[config.mk]
export PLATFORM = sky130hd
export DESIGN_NAME = eea_inv_sequencer
export DESIGN_NICKNAME = d
export VERILOG_FILES = /design/src/rtl/eea_inv_sequencer.sv
export SDC_FILE = /design/constraint.sdc
export NUM_CORES = 1
export LEC_CHECK = 0
export CAP_MARGIN = 10
export CORE_MARGIN = 10
export CORE_UTILIZATION = 46
export DETAILED_ROUTE_END_ITERATION = 16
export GPL_ROUTABILITY_DRIVEN = 0
export MAX_ROUTING_LAYER = met4
export PLACE_DENSITY_LB_ADDON = 0.08
export SLEW_MARGIN = 20
export SYNTH_ARGS = -nofsm -noshare
export SYNTH_HDL_FRONTEND = slang
export SYNTH_SLANG_ARGS = --single-unit
[constraint.sdc]
create_clock -name clk -period 1.92 [get_ports clk]
set_input_delay 0.288 -clock clk [delete_from_list [all_inputs] [get_ports clk]]
set_output_delay 0.288 -clock clk [all_outputs]
set_load 0.03 [all_outputs]
[src/rtl/eea_inv_sequencer.sv]
// ---------------------------------------------------------------------------
// eea_inv_sequencer
//
// Control sequencer for the Extended Euclidean GF(2^M) inversion array.
// A start request loads the datapath (R=F, S=A, U=0, V=1). The sequencer
// then runs exactly 2*M iterations and finishes with a one-cycle done pulse.
// Each iteration decodes the array's MSBs (rm, sm) together with the
// degree-difference counter delta into the registered control word
// Switch/Reduce/MultR/MultU.
//
// Ports
//   clk     in   rising-edge clock
//   rst     in   asynchronous active-high reset
//   start   in   inversion request, sampled only in IDLE
//   rm, sm  in   degree-M coefficients of R and S from the array
//   load    out  one-cycle datapath load strobe
//   busy    out  high while LOAD, RUN or DONE
//   done    out  one-cycle pulse; the final control word is valid with it
//   Switch  out  swap R<->S and U<->V
//   Reduce  out  S=S-R, V=V-U
//   MultR   out  compute x.R
//   MultU   out  1: x.U mod F, 0: U/x mod F
//   delta   out  degree-difference counter (saturates at M)
//   iter    out  iterations completed in the current run
//   ovf     out  sticky: delta tried to go past M (cleared by LOAD or rst)
// ---------------------------------------------------------------------------
module eea_inv_sequencer #(
    parameter int M  = 7,
    parameter int DW = $clog2(M + 1),
    parameter int IW = $clog2(2 * M + 1)
) (
    input  logic          clk,
    input  logic          rst,
    input  logic          start,
    input  logic          rm,
    input  logic          sm,
    output logic          load,
    output logic          busy,
    output logic          done,
    output logic          Switch,
    output logic          Reduce,
    output logic          MultR,
    output logic          MultU,
    output logic [DW-1:0] delta,
    output logic [IW-1:0] iter,
    output logic          ovf
);

    localparam logic [1:0] S_IDLE = 2'd0;
    localparam logic [1:0] S_LOAD = 2'd1;
    localparam logic [1:0] S_RUN  = 2'd2;
    localparam logic [1:0] S_DONE = 2'd3;

    // The RUN edge that sees this count completes iteration 2*M.
    localparam logic [IW-1:0] ITER_LAST = IW'(2 * M - 1);
    localparam logic [DW-1:0] DELTA_MAX = DW'(M);

    logic [1:0]    state_q,  state_d;
    logic [DW-1:0] delta_q,  delta_d;
    logic [IW-1:0] iter_q,   iter_d;
    logic          ovf_q,    ovf_d;
    logic          switch_q, switch_d;
    logic          reduce_q, reduce_d;
    logic          multr_q,  multr_d;
    logic          multu_q,  multu_d;
    logic          delta_zero;

    assign delta_zero = (delta_q == '0);

    always_comb begin
        state_d  = state_q;
        delta_d  = delta_q;
        iter_d   = iter_q;
        ovf_d    = ovf_q;
        // The control word only survives RUN edges; every other edge clears it.
        switch_d = 1'b0;
        reduce_d = 1'b0;
        multr_d  = 1'b0;
        multu_d  = 1'b0;

        case (state_q)
            S_IDLE: begin
                if (start) begin
                    state_d = S_LOAD;
                end
            end
            S_LOAD: begin
                delta_d = '0;
                iter_d  = '0;
                ovf_d   = 1'b0;
                state_d = S_RUN;
            end
            S_RUN: begin
                multr_d  = ~rm;
                multu_d  = ~rm | delta_zero;
                switch_d = rm & delta_zero;
                reduce_d = rm & sm;
                // delta==0 always takes the increment branch, so the
                // decrement can never wrap below zero.
                if (~rm | delta_zero) begin
                    if (delta_q == DELTA_MAX) begin
                        ovf_d = 1'b1;
                    end else begin
                        delta_d = delta_q + DW'(1);
                    end
                end else begin
                    delta_d = delta_q - DW'(1);
                end
                iter_d = iter_q + IW'(1);
                if (iter_q == ITER_LAST) begin
                    state_d = S_DONE;
                end
            end
            S_DONE: begin
                state_d = S_IDLE;
            end
            default: begin
                state_d = S_IDLE;
            end
        endcase
    end

    always_ff @(posedge clk or posedge rst) begin
        if (rst) begin
            state_q  <= S_IDLE;
            delta_q  <= '0;
            iter_q   <= '0;
            ovf_q    <= 1'b0;
            switch_q <= 1'b0;
            reduce_q <= 1'b0;
            multr_q  <= 1'b0;
            multu_q  <= 1'b0;
        end else begin
            state_q  <= state_d;
            delta_q  <= delta_d;
            iter_q   <= iter_d;
            ovf_q    <= ovf_d;
            switch_q <= switch_d;
            reduce_q <= reduce_d;
            multr_q  <= multr_d;
            multu_q  <= multu_d;
        end
    end

    // Handshake outputs decode straight from the state register, so an
    // asynchronous reset drops them in the same instant as the state.
    assign load   = (state_q == S_LOAD);
    assign busy   = (state_q != S_IDLE);
    assign done   = (state_q == S_DONE);
    assign Switch = switch_q;
    assign Reduce = reduce_q;
    assign MultR  = multr_q;
    assign MultU  = multu_q;
    assign delta  = delta_q;
    assign iter   = iter_q;
    assign ovf    = ovf_q;

endmodule

== Word level (Yosys, flattened, before mapping) ==
Cells that the tools add are included.
W data, S select, Z words.
Word-level totals
  logic and storage cells: 46
  output and inout port bits: 15
  input bits: 5
  flip-flop bits (word level): 14
Cells by class
  equal/unequal tests: 10
  $add $sub $neg: 3
  bitwise logic cells: 4
  reductions and logical operators: 7
  multiplexer cells: 14
Operator list (count)
  $ne A2 B2 Y1 const B: 4
  $pmux W2 S4: 1
  $pmux W4 S2: 1
  $mux W1: 6
  $mux W3: 2
  $pmux W3 S2: 1
  $add A4 B1 Y4 const B: 1
  $eq A2 B2 Y1 const B: 2
  $eq A4 B4 Y1 const B: 1
  $mux W2: 2
  $reduce_and A2 Y1: 2
  $reduce_bool A2 Y1: 2
  $add A3 B1 Y3 const B: 1
  $eq A3 B3 Y1 const B: 1
  $logic_not A3 Y1: 1
  $ne A3 B3 Y1 const B: 1
  $reduce_and A3 Y1: 1
  $sub A3 B1 Y3 const B: 1
  $and A1 B1 Y1: 2
  $eq A2 B1 Y1 const B: 1
  $logic_not A2 Y1: 1
  $pmux W1 S2: 1
  $not A1 Y1: 1
  $or A1 B1 Y1: 1

== Logic depth before layout (Yosys ltp) ==
  depth after elaboration: 4
  mapped depth: 7
  gate-level depth less buffers: 7

== Worst setup path after synthesis ==
Ideal clock, no wire load.
  path type: register to register
  from: reg delta_q[0], in the netlist delta[0]
  to: reg delta_q[2], in the netlist delta[2]
  stages on the path, launching flop included: 8
  library setup time: 0.144 ns
  arrival time: 1.588 ns
  slack: 0.188 ns
  path through: dfrtp_1 > buf_6 > o211ai_1 > o21ai_0 > ha_1 > nor3b_1 > a311oi_1 > o311ai_1
On the way
  cells in the longest elaborated chain, start to end: 4
RTL lines
  start: declaration: line 59  | logic [DW-1:0] delta_q, delta_d;
  start signal: assignment: line 135  | delta_q <= delta_d;
  $add A3 B1 Y3 or $logic_not A3 Y1 (tied branches): line 104, 68
  $mux W3 or $or A1 B1 Y1 (tied branches): line 101, 100
  $mux W3 or $ne A3 B3 Y1 (tied branches)
  $pmux W3 S2 or $reduce_and A2 Y1 (tied branches)
Parallel ways exist; a longest one is shown, timed or not. The select of a mux whose other input is x is not followed.
A chain may end at the register's enable or synchronous reset.

== Worst setup path in the final report ==
  from: reg state_q[0]
  to: out done
On the way
  cells in the longest elaborated chain, start to end: 1
RTL lines
  start: declaration: line 58  | logic [1:0] state_q, state_d;
  start signal: assignment: line 134  | state_q <= state_d;
  $eq A2 B2 Y1: line 149  | assign done = (state_q == S_DONE);
  end: declaration: line 39  | output logic done,
Every way passes these cells.

==> flow_summary.ini <==
[cts]
numCtsBuffers = 3
cts_hold_buf = 0
clock-sinks = 14
clk_latency_ns = 0.27
clk_path_buf_depth = 2
cts.htree.levels = 1
cts-root-buf = clkbuf_4
cts_tree = done
post_cts_buffers = 0
clk_pin_slew_ns = 0.08

[floorplan]
core-area_sq_mm = 0.00156
die_area_sq_mm = 0.00373
die_h_microns = 61.1
initial_core_util_pct = 49.8
die_w_microns = 61.1
rows = 14
io_pins = 20

[logic_synthesis]
synth_top_family_by_area = compound AO/OA/AOI/OAI gates
synthXorXnorAreaFrac_pct = 0
synth_edf_count = 0
syn-num-nets = 89
synth.area.mux_share_pct = 2.58
avgSynthCellArea_sq_um = 10.2
yosysTopAreaCell = dfrtp_1
synth-simple-area-share_pct = 14.4
syn-instance-count = 76
synth_compound_area_share_pct = 16.6
yosys-top-cells-count = 14 x dfrtp_1, 10 x inv_1, 8 x ha_1
yosys_register_bits = 14
synth_area_sq_um = 776
synthDistinctLibCells = 29
async_reset_ff_share_pct = 100
yosysTopAreaCellShare_pct = 45.2
synth_most_common_cell = dfrtp_1
yosys_warnings = 0
synth_fa_ha_area_share_pct = 12.9
synth-main-ff-cell = dfrtp_1
synth-seq-area-share_pct = 45.2
synthTopCellsByArea = dfrtp_1 45%, ha_1 13%, inv_1 4.8%

[route]
drc = 0
route.vias.total = 595
wirelength_microns = 1560
post_drt_wl_per_cell_microns = 13.9
via_per_inst = 5.31
ant_nets = 0
dr.pass1.iters = 4
initialDrtViolationCount = 14

[run_status]
outcome = completed

[min_path]
hp-class = primary input to async pin

[timing]
slew_viol_final = 0
tightest_slew_ns = 0.527
max_slew_margin_pct = 64.8
fin_hold_ws_ns = 0.350
setup_viol = 0
worst_slack_ns = 0.110
rsz0062_at_grt = false
tns_ns = 0
fmax_mhz = 553
final.min_clock_period_ns = 1.81
period_share_pct = 94.3
hold_viol = 0
clock_skew_ns = 0.00703

[cells_and_area]
syn_to_final_growth_pct = 27.1
nets = 111
drive_above_1_share_pct = 6.25
fin_cells = 112
diodes = 0
fill_cells = 126

[critical_path]
startpoint_type = flop
cpMaxStageDelayCell = clkdlybuf4s50_1
crit_type = flop to output port
crit_arrival_ns = 1.52
rr_worst_depth = 6
cp_cell_sequence = ha_1, clkdlybuf4s50_1
rr_endpoint = delta[2]
cp_max_fo = 4
reg2reg_from = delta[0]
cp.required_ns = 1.63
r2r_slack_ns = 0.27
end_kind = output port
max_stage_delay_ns = 0.67

[power]
cellPowerDensity_mw_per_mm2 = 1560
p_leak_nw = 0.460
p_total_w = 0.00154
peakVddDrop_mv = 0.898

[job]
maxCapViolCount = 0

[global_routing]
grt_overflow = 0
antenna_found_initial = 0
grt_usage_pct = 9.83
grt_first_pass_wirelength_microns = 2790
grt_pass1_vias = 603
grt_max_degree = 15

[place]
port_buffers = 19
pre_cts_ws_ns = 0.118
place_hpwl_microns = 1200
dp_cells = 109
power by group:
group	switching (W)	internal, W
clock network	0.0000847	0.0000726
logic	0.000530	0.000367
registers	0.0000991	0.000387
total	0.000714	0.000826
critical path: cells and delay by family (launching register included):
| kind | cells | cell delay [ns] |
|---|---|---|
| buffers and inverters | 1 | 0.67 |
| adders and majority gates | 1 | 0.17 |
| DFF | 1 | 0.40 |
layout make-up:
cell class	count	area [sq um]	share of cell area (%)
clock buffers	3	22.5	2.28
multi-input cells	49	360	36.5
well taps	16	20.0	2.03
flip-flops and latches	14	350	35.5
repair buffers	20	195	19.8
inverters	10	37.5	3.81
kinds of logic after synthesis:
group,count (synthesis)
mux,2
fa+ha+maj,8
compound gates,18
simple gates,21
flops,14
buf+inv,13
per-layer routing:
metal  GRT usage, %  up-vias  part of all wire, %
li1               -      302                    -
met1           11.5      278                   46
met2           14.8       13                   45
met3           4.94        2                  8.0
met4           1.95        0                 0.84
met5              -        -                    0
how the worst max path moves through the flow:
stage / start / end / slack, ns / cells past startpoint
floorplan: delta[0] / delta[2] / 0.19 / 7
global placement: rm / delta[2] / 0.16 / 7
detailed placement: rm / delta[2] / 0.12 / 7
CTS: state_q[0] / done / 0.08 / 2
global route: state_q[0] / done / 0.04 / 2
finish: state_q[0] / done / 0.11 / 2
through the flow:
step	area (sq um)	util, %
after floorplan	776	-
after global placement	966	62.0
after detailed placement	966	62.0
after CTS	986	63.2
after global routing	986	63.2
final	986	63.2
state kept, by name, indices dropped and copies added, names as in the netlist:
| register | cells |
|---|---|
| Switch | 1 |
| state_q | 2 |
| delta | 3 |
| ovf | 1 |
| MultU | 1 |
| iter | 4 |
| Reduce | 1 |
| MultR | 1 |
cell usage in the layout, fill, tap and decap left out, drive strengths merged, types with 3 or more instances in the layout:
cell,Yosys,layout
nor2,5,5
dfrtp,14,14
nand2,5,5
o21ai,3,3
ha,8,8
a21oi,4,4
clkdlybuf4s50,0,17
clkbuf,0,3
inv,10,10
timing repair:
| action | 4_1_cts | 5_1_grt |
|---|---|---|
| endpoints found under the setup margin | 2 | 0 |
| gates resized for setup | 2 | 0 |
| hold endpoints to repair | 0 | 0 |
Note: power is estimated with default switching activity, not from simulation.
